### src/rtl/frame_scan_controller.sv
// frame_scan_controller: sweeps one 160x120 redraw, snapshots game state,
// and delays coordinates/plot to line up with the colour generator.
module frame_scan_controller #(
  parameter int H_PIXELS = 160,
  parameter int V_PIXELS = 120,
  parameter int PIPE_LAT = 2
) (
  input  logic       clock,
  input  logic       reset,
  input  logic       frame_req,
  input  logic [3:0] state_in,
  input  logic [7:0] pX_in,
  input  logic [7:0] gX_in,
  input  logic [6:0] pY_in,
  input  logic [6:0] gY_in,
  output logic [7:0] X,
  output logic [6:0] Y,
  output logic [3:0] state,
  output logic [7:0] pX,
  output logic [7:0] gX,
  output logic [6:0] pY,
  output logic [6:0] gY,
  output logic [7:0] vga_x,
  output logic [6:0] vga_y,
  output logic       plot,
  output logic       frame_busy,
  output logic       frame_done
);

  typedef enum logic [1:0] {
    IDLE,
    SCAN,
    DRAIN,
    DONE
  } fsm_t;

  localparam logic [7:0] XLAST = 8'(H_PIXELS - 1);
  localparam logic [6:0] YLAST = 7'(V_PIXELS - 1);

  fsm_t cur, nxt;
  logic [7:0] x_n;
  logic [6:0] y_n;
  logic       load;
  logic       inflight;

  logic [PIPE_LAT-1:0] vld_q;
  logic [7:0]          px_q [PIPE_LAT];
  logic [6:0]          py_q [PIPE_LAT];

  // any valid pixel that will still be in the pipe after this edge
  always_comb begin
    inflight = 1'b0;
    for (int i = 0; i < PIPE_LAT - 1; i++) begin
      inflight = inflight | vld_q[i];
    end
  end

  // next state, next scan position, snapshot load
  always_comb begin
    nxt  = cur;
    x_n  = X;
    y_n  = Y;
    load = 1'b0;
    unique case (cur)
      IDLE: begin
        x_n = '0;
        y_n = '0;
        if (frame_req) begin
          load = 1'b1;
          nxt  = SCAN;
        end
      end
      SCAN: begin
        if (X == XLAST) begin
          x_n = '0;
          if (Y == YLAST) begin
            y_n = '0;
            nxt = DRAIN;
          end else begin
            y_n = Y + 7'd1;
          end
        end else begin
          x_n = X + 8'd1;
        end
      end
      DRAIN: begin
        x_n = '0;
        y_n = '0;
        if (!inflight) nxt = DONE;
      end
      DONE: begin
        x_n = '0;
        y_n = '0;
        nxt = IDLE;
      end
      default: nxt = IDLE;
    endcase
  end

  // FSM and scan counters
  always_ff @(posedge clock or posedge reset) begin
    if (reset) begin
      cur <= IDLE;
      X   <= '0;
      Y   <= '0;
    end else begin
      cur <= nxt;
      X   <= x_n;
      Y   <= y_n;
    end
  end

  // frame-start snapshot of live game state
  always_ff @(posedge clock or posedge reset) begin
    if (reset) begin
      state <= '0;
      pX    <= '0;
      pY    <= '0;
      gX    <= '0;
      gY    <= '0;
    end else if (load) begin
      state <= state_in;
      pX    <= pX_in;
      pY    <= pY_in;
      gX    <= gX_in;
      gY    <= gY_in;
    end
  end

  // delay line matching generator latency; shifts every cycle
  always_ff @(posedge clock or posedge reset) begin
    if (reset) begin
      vld_q <= '0;
      for (int i = 0; i < PIPE_LAT; i++) begin
        px_q[i] <= '0;
        py_q[i] <= '0;
      end
    end else begin
      for (int i = PIPE_LAT - 1; i > 0; i--) begin
        vld_q[i] <= vld_q[i-1];
        px_q[i]  <= px_q[i-1];
        py_q[i]  <= py_q[i-1];
      end
      vld_q[0] <= (cur == SCAN);
      px_q[0]  <= X;
      py_q[0]  <= Y;
    end
  end

  assign plot       = vld_q[PIPE_LAT-1];
  assign vga_x      = px_q[PIPE_LAT-1];
  assign vga_y      = py_q[PIPE_LAT-1];
  assign frame_busy = (cur == SCAN) || (cur == DRAIN);
  assign frame_done = (cur == DONE);

endmodule

### config.mk
export PLATFORM = sky130hd
export DESIGN_NAME = frame_scan_controller
export DESIGN_NICKNAME = d
export VERILOG_FILES = /design/src/rtl/frame_scan_controller.sv
export SDC_FILE = /design/constraint.sdc
export NUM_CORES = 1
export LEC_CHECK = 0
export BUFFER_PORTS_ARGS = -buffer_cell sky130_fd_sc_hd__buf_2
export CORE_MARGIN = 3
export CORE_UTILIZATION = 30
export DETAILED_ROUTE_END_ITERATION = 8
export GPL_TIMING_DRIVEN = 0
export HOLD_SLACK_MARGIN = 0.15
export SYNTH_ARGS = -nofsm -noshare
export SYNTH_HDL_FRONTEND = slang
export SYNTH_SLANG_ARGS = --single-unit
### constraint.sdc
create_clock -name clock -period 3.7 [get_ports clock]
set_input_delay 1.11 -clock clock [delete_from_list [all_inputs] [get_ports clock]]
set_output_delay 1.11 -clock clock [all_outputs]
set_load 0.01 [all_outputs]
# Word level (Yosys, flattened, before mapping)

Cells that the tools add are included.

Bits in registers: 83
Latch bits: 0
Memory bits (writable): 0
Bits in read-only memories: 0
Output and inout port bits: 67
Memories: 0

Add/subtract/negate cells: 2
Multiply operators: 0
Div/mod/pow operators: 0
$lt $le $gt $ge: 0
Eq/ne operators: 9
Shifts and indexed selects: 0
Mux-type cells: 12
Bitwise gates (word level): 0
Reduce and logical (&&, ||, !) cells: 4

Operators by type and width:

| kind                                           | count |
|---|---|
| one-hot mux 8 bit (2 select lines)             | 1 |
| 2-to-1 mux 7 bit                               | 2 |
| one-hot mux 7 bit (2 select lines)             | 1 |
| adder 8 x 1 -> 8 bit (second input constant)   | 1 |
| == test 8 bit (second input constant)          | 1 |
| 2-to-1 mux 2 bit                               | 4 |
| 2-to-1 mux 8 bit                               | 1 |
| inequality test 2 bit (second input constant)  | 4 |
| one-hot mux 2 bit (4 select lines)             | 1 |
| adder 7 x 1 -> 7 bit (second input constant)   | 1 |
| == test 7 bit (second input constant)          | 1 |
| == test 2 bit (second input constant)          | 2 |
| AND reduction 4 bit                            | 1 |
| OR reduction 3 bit                             | 1 |
| == test 2 x 1 -> 1 bit (second input constant) | 1 |
| logical NOT 2 bit                              | 1 |
| 2-to-1 mux 1 bit                               | 2 |
| logical OR 1 bit                               | 1 |

# Depth between registers and ports, before layout

Gate-level depths: netlist of run 1.

Depth in word-level cells: 4
Mapped depth: 6

# Worst setup path before layout of run 1

Ideal clock, no wire load.

Kind: input-to-reg
Start point: input port frame_req
End point: register gX[0]
Data arrival time: 1.990 ns
Setup slack: 1.586 ns
Stages: 3
Path buffers: 1
Cell sequence: nand2_1 -> clkbuf_1 -> mux2_2

Cells in the longest elaborated chain, start to end: 2

RTL lines:

| element              | line | text |
|---|---|---|
| from (decl)          | 10   | `input logic frame_req,` |
| 2-to-1 mux 1 bit     | 68   | `if (frame_req) begin` |
| 2-to-1 mux 1 bit     | 64   | `unique case (cur)` |
| to (signal assigned) | 125  | `gX <= gX_in;` |
| to (decl)            | 20   | `output logic [7:0] gX,` |

Every way passes these cells.
A chain may end at the register's enable or synchronous reset.

# Worst setup path in the final report of run 1

Start point: register cur[0]
End point: output port frame_busy

Cells in the longest elaborated chain, start to end: 2

RTL lines:

| element                                                 | line | text |
|---|---|---|
| from (decl)                                             | 40   | `fsm_t cur, nxt;` |
| from (signal assigned)                                  | 107  | `cur <= nxt;` |
| == test 2 x 1 -> 1 bit or == test 2 bit (tied branches) | 153  | `assign frame_busy = (cur == SCAN) \|\| (cur == DRAIN);` |
| logical OR 1 bit (*)                                    | 153  |  |
| to (decl)                                               | 26   | `output logic frame_busy,` |

Every way passes the cells marked *; elsewhere a longest branch is shown, timed or not.

==> results of run 1 <==
## metrics by stage
stage          hold WS [ns]  TNS [ns]  power [mW]  cell area [um2]
2_1_floorplan         0.331         0       0.938             3090
3_3_place_gp          0.332    -40.19       0.960             3770
3_5_place_dp          0.335         0       0.965             3800
4_1_cts               0.355         0        1.66             4010
5_1_grt               0.359         0        1.70             4010
6_report              0.352         0        1.62             4010
## layer usage
layer	GRT usage (%)	up-vias	wire, um
met5	0	-	0
met4	4.60	0	87
met2	17.2	51	2960
met3	3.60	6	379
met1	13.2	957	2590
li1	-	941	-
## state kept, by name, indices dropped and copies added (netlist names)
name   count
X          8
Y          7
cur        2
gX         8
gY         7
pX         8
pY         7
px_q       8
py_q       7
state      4
vga_x      8
vga_y      7
vld_q      2
## worst min path at each step
stage | from | end | slack [ns]
final | py_q[11] | vga_y[4] | 0.35
after CTS | py_q[10] | vga_y[3] | 0.35
after global routing | px_q[10] | vga_x[2] | 0.36
after global placement | px_q[9] | vga_x[1] | 0.33
after floorplan | px_q[8] | vga_x[0] | 0.33
after detailed placement | px_q[14] | vga_x[6] | 0.33
## synthesized netlist by cell type (all sizes together)
master | instances | area (um2)
a21oi | 7 | 35.0
a22oi | 1 | 7.51
and2 | 2 | 12.5
and4 | 1 | 8.76
buf | 15 | 113
clkbuf | 3 | 11.3
dfrtp | 83 | 2080
ha | 7 | 87.6
inv | 6 | 22.5
mux2 | 35 | 398
mux2i | 2 | 20.0
nand2 | 7 | 28.8
nand2b | 1 | 6.26
nand3 | 5 | 25.0
nand4 | 3 | 18.8
nor2 | 10 | 37.5
nor2b | 1 | 6.26
nor3 | 2 | 10.0
nor3b | 1 | 7.51
o211ai | 1 | 7.51
o21ai | 7 | 35.0
o41ai | 1 | 27.5
or3 | 4 | 26.3
or3b | 1 | 11.3
xnor2 | 2 | 17.5
xor2 | 4 | 35.0
## worst reg2reg max path, cell delays in order (launching register included)
cell and delay, ns:
dfrtp_1 0.43, ha_1 0.27, nand4_1 0.28, o41ai_4 0.58, nand2_2 0.14, mux2_4 0.31
## area by class of cell
class | instances | area [um2]
multi-input cells | 105 | 870
well taps | 133 | 166
flip-flops and latches | 83 | 2080
plain buffers | 18 | 124
clock inverters | 7 | 81.3
fillers | 971 | 5900
inverters | 6 | 25.0
repair buffers | 104 | 543
clock buffers | 9 | 124
## power by group
| part | switching, mW | internal, mW |
|---|---|---|
| logic | 0.0225 | 0.0167 |
| registers | 0 | 0.906 |
| clock network | 0.352 | 0.324 |
## kinds of logic (layout without fill, tap and decap cells)
kind of cell / count (synthesis) / after routing / share of synthesized area (%)
flip-flops: 83 / 83 / 67.2
AND/OR/NAND/NOR: 38 / 38 / 6.43
multiplexers: 37 / 37 / 13.5
buffers and inverters: 24 / 144 / 4.73
AO/OA/AOI/OAI: 17 / 17 / 3.64
adder cells (fa/ha/maj): 7 / 7 / 2.83
XOR/XNOR: 6 / 6 / 1.70
==> results_dict.tcl, run 1 <==
set metrics [dict create \
    num_rows 36 \
    final.period_utilization_pct 64.8 \
    hold_class "register to register" \
    hold_violations 0 \
    crit_path_start "cur[0]" \
    io_pins 104 \
    instances_no_fill 465 \
    fin_nets 371 \
    first_pass_iters 4 \
    max_freq_mhz 417 \
    yosysSeqAreaShare_pct 67.2 \
    htreeDepth 3 \
    ff2ff_setup_slack_ns 1.57 \
    cts.clk_slew.worst_paths_ns 0.09 \
    cp_data_arrival_time_ns 1.29 \
    cts_sinks 83 \
    path_max_fanout 4 \
    clkLatencyLatePin_ns 0.34 \
    cts_root_buf "clkbuf_8" \
    ir_worst_vdd_mv 0.196 \
    endpoint "frame_busy" \
    routabilityCongestion 0.737 \
    die_w_um 108 \
    ys_seq_elements 83 \
    avgRoutedWirePerCell_um 12.9 \
    drtIter0Drc 63 \
    fin_ws_ns 1.30 \
    grt_pass1_wl_um 9470 \
    totalWireLength_um 6020 \
    relSlewSlack_pct 62.7 \
    vias_per_cell 4.20 \
    path_buf_inv 2 \
    crit_family "flip-flops" \
    power_density_nw_per_um2 404 \
    min_period_ns 2.40 \
    crit_path_start_kind "register" \
    grt_overflow 0 \
    worstHoldPathCells 0 \
    antenna_found_initial 0 \
    rsz0062_at_grt "false" \
    cts_made_buffers 9 \
    r2r_cells 5 \
    die_y_um 108 \
    crit_path_end_kind "output port" \
    required_ns 2.59 \
    pre_cts_slack_ns 1.17 \
    synth_cell_type_count 29 \
    tritoncts "done" \
    postCtsHoldBufs 0 \
    initial_utilization_pct 31.2 \
    drc_errors 0 \
    clockBufferDepth 2 \
    mostFrequentLayoutCell "buf_2" \
    cp_slowest_cell "dfrtp_1" \
    dp_cells 449 \
    crit_type "register to output port" \
    area_growth_pct 29.7 \
    leakage_nw 2.21 \
    synth.yosys.warnings 0 \
    drive_gt1_share_pct 52.7 \
    cp_cell_sequence "inv_1 > ha_1 > buf_2" \
    grt_max_degree 73 \
    avgSynthCellArea_um2 14.6 \
    grt_pass1_vias 1927 \
    coreArea_um2 9910 \
    setup_viol 0 \
    syn_inst 212 \
    cts_resized 0 \
    grt.total_usage_pct 10.7 \
    r2r_start "X[0]" \
    outcome "complete, no violations" \
    final_cell_mix "buf_2 (103), dfrtp_1 (83), mux2_2 (34)" \
    place_hpwl_um 4350 \
    timing.rr.end "cur[1]" \
    cts_setup_buffers 0 \
    finClkSkew_ns 0.00544 \
    antenna_cells 0 \
    utilization_pct 40.5 \
    drtAntennaViolNets 0 \
    io_buffers 103 \
    cp_num_cells 3 \
    max_stage_delay_ns 0.39 \
    synthesis.area_um2 3090 \
    drv_cap 0 \
    synth_nets 256 \
    worst_pin_slew_ns 0.560 \
    drv_slew 0 \
    via_count 1955 \
    dieArea_um2 11600 \
]
Note: power is estimated with default switching activity, not from simulation.
==> run 2, diff against run 1 <==
==> constraint.sdc (replaced) <==
create_clock -name clock -period 2.1 [get_ports clock]
set_input_delay 0.63 -clock clock [delete_from_list [all_inputs] [get_ports clock]]
set_output_delay 0.63 -clock clock [all_outputs]
set_load 0.01 [all_outputs]
==> run 2 against run 1 <==
Compared with the run above: global-route usage fell by 0.10 points; critical endpoint is now cur[1]; setup slack got worse by 1.2 ns; sequential share of layout area barely moved; clock skew rose by 0.0036 ns; non-clock buffer count rose by 1; register-to-register slack got worse by 1.5 ns; power rose by 70%.
==> results_dict.tcl, run 2 (same netlist as run 1, synthesis figures left out) <==
set metrics [dict create \
    io_buffers 103 \
    nFillCells 983 \
    ff2ff_setup_slack_ns 0.11 \
    cp_data_arrival_time_ns 2.21 \
    num_rows 36 \
    relSlewSlack_pct 65.2 \
    grt_overflow 0 \
    grt_busiest_layer "met2" \
    utilization_pct 40.4 \
    io_pins 104 \
    required_ns 2.33 \
    final.period_utilization_pct 94.6 \
    htreeDepth 3 \
    crit_path_start_kind "register" \
    worst_pin_slew_ns 0.521 \
    hold_violations 0 \
    antenna_cells 0 \
    gr-usage-met2_pct 16.0 \
    use_met3_pct 3.54 \
    leakage_nw 2.21 \
    p_total_mw 2.75 \
    mostFrequentLayoutCell "buf_2" \
    antenna_found_initial 0 \
    routabilityCongestion 0.686 \
    grt_use_met1_pct 13.7 \
    hold_class "primary input to async pin" \
    first_pass_iters 4 \
    min_period_ns 1.99 \
    vias_per_cell 4.21 \
    drv_slew 0 \
    grt_pass1_vias 1923 \
    via_count 1956 \
    crit_type "register to register" \
    crit_path_end_kind "register" \
    clockBufferDepth 2 \
    coreArea_um2 9910 \
    cts_made_buffers 9 \
    drtAntennaViolNets 0 \
    grt_max_degree 34 \
    initial_utilization_pct 31.2 \
    power_density_nw_per_um2 687 \
    totalWireLength_um 5880 \
    path_max_fanout 8 \
    max_freq_mhz 503 \
    grt_pass1_wl_um 9510 \
    fin_area_um2 4010 \
    drive_gt1_share_pct 53.0 \
    final_cell_mix "buf_2 (103), dfrtp_1 (83), mux2_2 (34)" \
    rsz0062_at_grt "false" \
    cts_root_buf "clkbuf_8" \
    drv_cap 0 \
    cts_sinks 83 \
    setup_viol 0 \
    place_hpwl_um 4420 \
    area_growth_pct 29.5 \
    ir_worst_vdd_mv 0.228 \
    outcome "complete, no violations" \
    drc_errors 0 \
    fin_nets 372 \
    postPlaceCellArea_um2 3820 \
    tritoncts "done" \
    grt.total_usage_pct 10.6 \
    die_y_um 108 \
    avgRoutedWirePerCell_um 12.7 \
    dieArea_um2 11600 \
    drtIter0Drc 66 \
    die_w_um 108 \
    finClkSkew_ns 0.00905 \
    clkLatencyLatePin_ns 0.34 \
    cts.clk_slew.worst_paths_ns 0.08 \
]
==> run 2: cell count changes in the layout (fill, tap and decap cells not counted), sizes merged <==
| cell | previous run | this run |
|---|---|---|
| buf | 119 | 120 |
| clkbuf | 12 | 14 |
| clkinv | 2 | 3 |
| clkinvlp | 0 | 1 |
| inv | 10 | 5 |
==> run 2: timing repair <==
action	CTS	global route
hold endpoints to repair	0	0
gates resized for setup	0	6
hold buffers	0	0
endpoints found under the setup margin	1	30
setup buffers	0	0
pin swaps	1	0
==> run 2: path summary, 6_finish.rpt <==
| check | start | to | cells after the start |
|---|---|---|---|
| setup / recovery | X[5] | cur[1] | 4 |
| hold / removal | reset | vga_y[5] | 2 |
| setup reg to reg | X[5] | cur[1] | 4 |
| hold reg to reg | px_q[12] | vga_x[4] | 0 |
| max in group asynchronous | reset | vga_x[0] | 3 |
| min in group clock | px_q[12] | vga_x[4] | 0 |
==> run 2: routing by layer <==
metal | routed length, um | part of all wire (%)
met1 | 2540 | 43
met2 | 2840 | 48
met3 | 393 | 6.7
met4 | 112 | 1.9
met5 | 0 | 0
==> run 2: power by group <==
| part | internal, mW | switching, mW |
|---|---|---|
| sequential | 1.60 | 0 |
| clock | 0.546 | 0.538 |
| combinational | 0.0316 | 0.0397 |
| total | 2.17 | 0.577 |
==> run 2: layout make-up <==
class / count / area, um2 / share of cell area [%]
clock inverter: 4 / 52.6 / 1.31
tap: 133 / 166 / 4.15
multi-input combinational: 105 / 870 / 21.7
inverter: 6 / 26.3 / 0.656
timing repair buffer: 105 / 556 / 13.9
buffer: 18 / 128 / 3.19
clock buffer: 11 / 131 / 3.28
sequential: 83 / 2080 / 51.8
==> run 2: worst max-delay path, cell delays in order, from the launching register on <==
cell and delay (ns):
dfrtp_1 0.47, or3b_4 0.47, o41ai_4 0.49, nand2_2 0.14, mux2_4 0.31
==> run 2: through the flow <==
step           worst slack, ns  setup TNS (ns)  hold slack (ns)  std cells
2_1_floorplan            0.211               0            0.331        212
5_1_grt                0.00396               0            0.345        465
3_3_place_gp           -0.0312           -2.20            0.332        448
3_5_place_dp           -0.0237         -0.0237            0.335        450
6_report                 0.113               0            0.325        465
4_1_cts                 0.0894               0            0.329        465
==> run 3, diff against run 2 <==
--- a/config.mk
+++ b/config.mk
@@ -6,11 +6,14 @@
 export NUM_CORES = 1
 export LEC_CHECK = 0
 export BUFFER_PORTS_ARGS = -buffer_cell sky130_fd_sc_hd__buf_2
+export CELL_PAD_IN_SITES_DETAIL_PLACEMENT = 1
+export CELL_PAD_IN_SITES_GLOBAL_PLACEMENT = 1
 export CORE_MARGIN = 3
 export CORE_UTILIZATION = 30
 export DETAILED_ROUTE_END_ITERATION = 8
 export GPL_TIMING_DRIVEN = 0
 export HOLD_SLACK_MARGIN = 0.15
+export PLACE_DENSITY_LB_ADDON = 0.1
 export SYNTH_ARGS = -nofsm -noshare
 export SYNTH_HDL_FRONTEND = slang
 export SYNTH_SLANG_ARGS = --single-unit
==> run 3 against run 2 <==
Compared with the run above: via count rose by 1.9%; final cell count rose by 0.43%; flip-flop and latch count did not move; sequential share of layout area fell by 0.32 points; register-to-register slack improved by 0.06 ns; global-route usage rose by 1.2 points; critical path depth fell by 1; non-clock buffer count rose by 2; maximum frequency rose by 3.2%; clock power rose by 6%; sequential power barely moved; critical path type is now register to output port.
==> results_dict.tcl, run 3 (same netlist as run 1, synthesis figures left out) <==
set metrics [dict create \
    cts_sinks 83 \
    clockBufferDepth 2 \
    drive_gt1_share_pct 53.3 \
    cp_data_arrival_time_ns 1.29 \
    ir_worst_vdd_mv 0.232 \
    die_y_um 108 \
    required_ns 1.47 \
    totalWireLength_um 6360 \
    crit_path_start_kind "register" \
    drv_slew 0 \
    drv_cap 0 \
    leakage_nw 2.23 \
    r2r_cells 6 \
    fin_ws_ns 0.175 \
    crit_family "flip-flops" \
    tns_ns 0 \
    cp_num_cells 3 \
    avgRoutedWirePerCell_um 13.6 \
    die_w_um 108 \
    antenna_cells 0 \
    vias_per_cell 4.27 \
    pre_cts_slack_ns -0.0111 \
    power_density_nw_per_um2 698 \
    io_buffers 103 \
    antenna_found_initial 0 \
    area_growth_pct 30.3 \
    setup_viol 0 \
    clkLatencyLatePin_ns 0.34 \
    routabilityCongestion 0.681 \
    htreeDepth 3 \
    max_freq_mhz 520 \
    postCtsHoldBufs 0 \
    io_pins 104 \
    mostFrequentLayoutCell "buf_2" \
    initial_utilization_pct 31.2 \
    min_period_ns 1.92 \
    drtAntennaViolNets 0 \
    cts_root_buf "clkbuf_8" \
    path_max_fanout 4 \
    dieArea_um2 11600 \
    relSlewSlack_pct 61.4 \
    grt_overflow 0 \
    coreArea_um2 9910 \
    drc_errors 0 \
    grt.total_usage_pct 11.8 \
    finClkSkew_ns 0.0138 \
    grt_pass1_wl_um 10500 \
    cp_cell_sequence "inv_1 > ha_1 > buf_2" \
    cp_slowest_cell "dfrtp_1" \
    outcome "complete, no violations" \
    final_cell_mix "buf_2 (103), dfrtp_1 (83), mux2_2 (34)" \
    rsz0062_at_grt "false" \
    p_total_mw 2.81 \
    place_hpwl_um 4630 \
    num_rows 36 \
    fin_nets 374 \
    tritoncts "done" \
    instances_no_fill 467 \
    final.period_utilization_pct 91.6 \
    crit_type "register to output port" \
    crit_path_end_kind "output port" \
    hold_class "primary input to async pin" \
    cts.clk_slew.worst_paths_ns 0.09 \
    worst_pin_slew_ns 0.573 \
    path_buf_inv 2 \
    via_count 1994 \
    grt_max_degree 40 \
    first_pass_iters 3 \
    max_stage_delay_ns 0.38 \
    cts_made_buffers 9 \
    drtIter0Drc 38 \
    hold_violations 0 \
    dp_cells 450 \
    grt_pass1_vias 2067 \
]
## run 3: cell types whose count changed in the layout (fill, tap and decap cells not counted)
| cell | before | now |
|---|---|---|
| buf_4 | 15 | 17 |
| clkinv_4 | 2 | 0 |
| clkbuf_8 | 9 | 11 |
## run 3: path summary, 6_finish.rpt
| check | slack (ns) | start | to |
|---|---|---|---|
| setup / recovery | 0.18 | cur[0] | frame_busy |
| hold / removal | 0.22 | reset | gX[6] |
| setup reg to reg | 0.18 | X[0] | cur[1] |
| hold reg to reg | 0.35 | px_q[13] | vga_x[5] |
| max in group asynchronous | 1.40 | reset | pY[3] |
| min in group clock | 0.35 | px_q[13] | vga_x[5] |
## run 3: what timing repair did
| action | CTS | global route |
|---|---|---|
| setup endpoints to repair | 1 | 31 |
| gates cloned | 0 | 0 |
| gates resized for setup | 0 | 6 |
| pin swaps | 1 | 1 |
| hold endpoints to repair | 0 | 0 |
| buffers inserted | 0 | 2 |
## run 3: layout make-up
class                           instances  area, um2
Sequential cell                        83       2080
Inverter                                6       26.3
Multi-Input combinational cell        105        870
Tap cell                              133        166
Fill cell                            1073       5880
Clock inverter                          2       35.0
Timing Repair Buffer                  107        571
Buffer                                 18        128
Clock buffer                           13        159
## run 3: worst reg2reg max path, stage by stage (launching register included)
cell and delay, ns:
dfrtp_1 0.45, ha_1 0.26, nand4_1 0.10, buf_4 0.18, o41ai_4 0.39, nand2_2 0.12, mux2_4 0.30
## run 3: stage by stage
step	util [%]	cell area, um2	hold slack, ns
floorplan	-	3100	0.331
global placement	38.1	3780	0.331
detailed placement	38.5	3820	0.336
CTS	40.5	4010	0.204
global route	40.7	4030	0.209
finish	40.7	4030	0.223
## run 3: power breakdown
| part | total (mW) | switching, mW | internal, mW |
|---|---|---|---|
| Clock | 1.15 | 0.537 | 0.608 |
| Combinational | 0.0725 | 0.0409 | 0.0316 |
| Sequential | 1.60 | 0 | 1.60 |
## run 3: layer usage
metal	GRT usage [%]	share of wire (%)	vias to the layer above
met5	0	0	-
met4	5.68	1.4	0
met3	3.66	5.9	7
met2	17.4	47	56
met1	15.7	46	984
li1	-	-	947
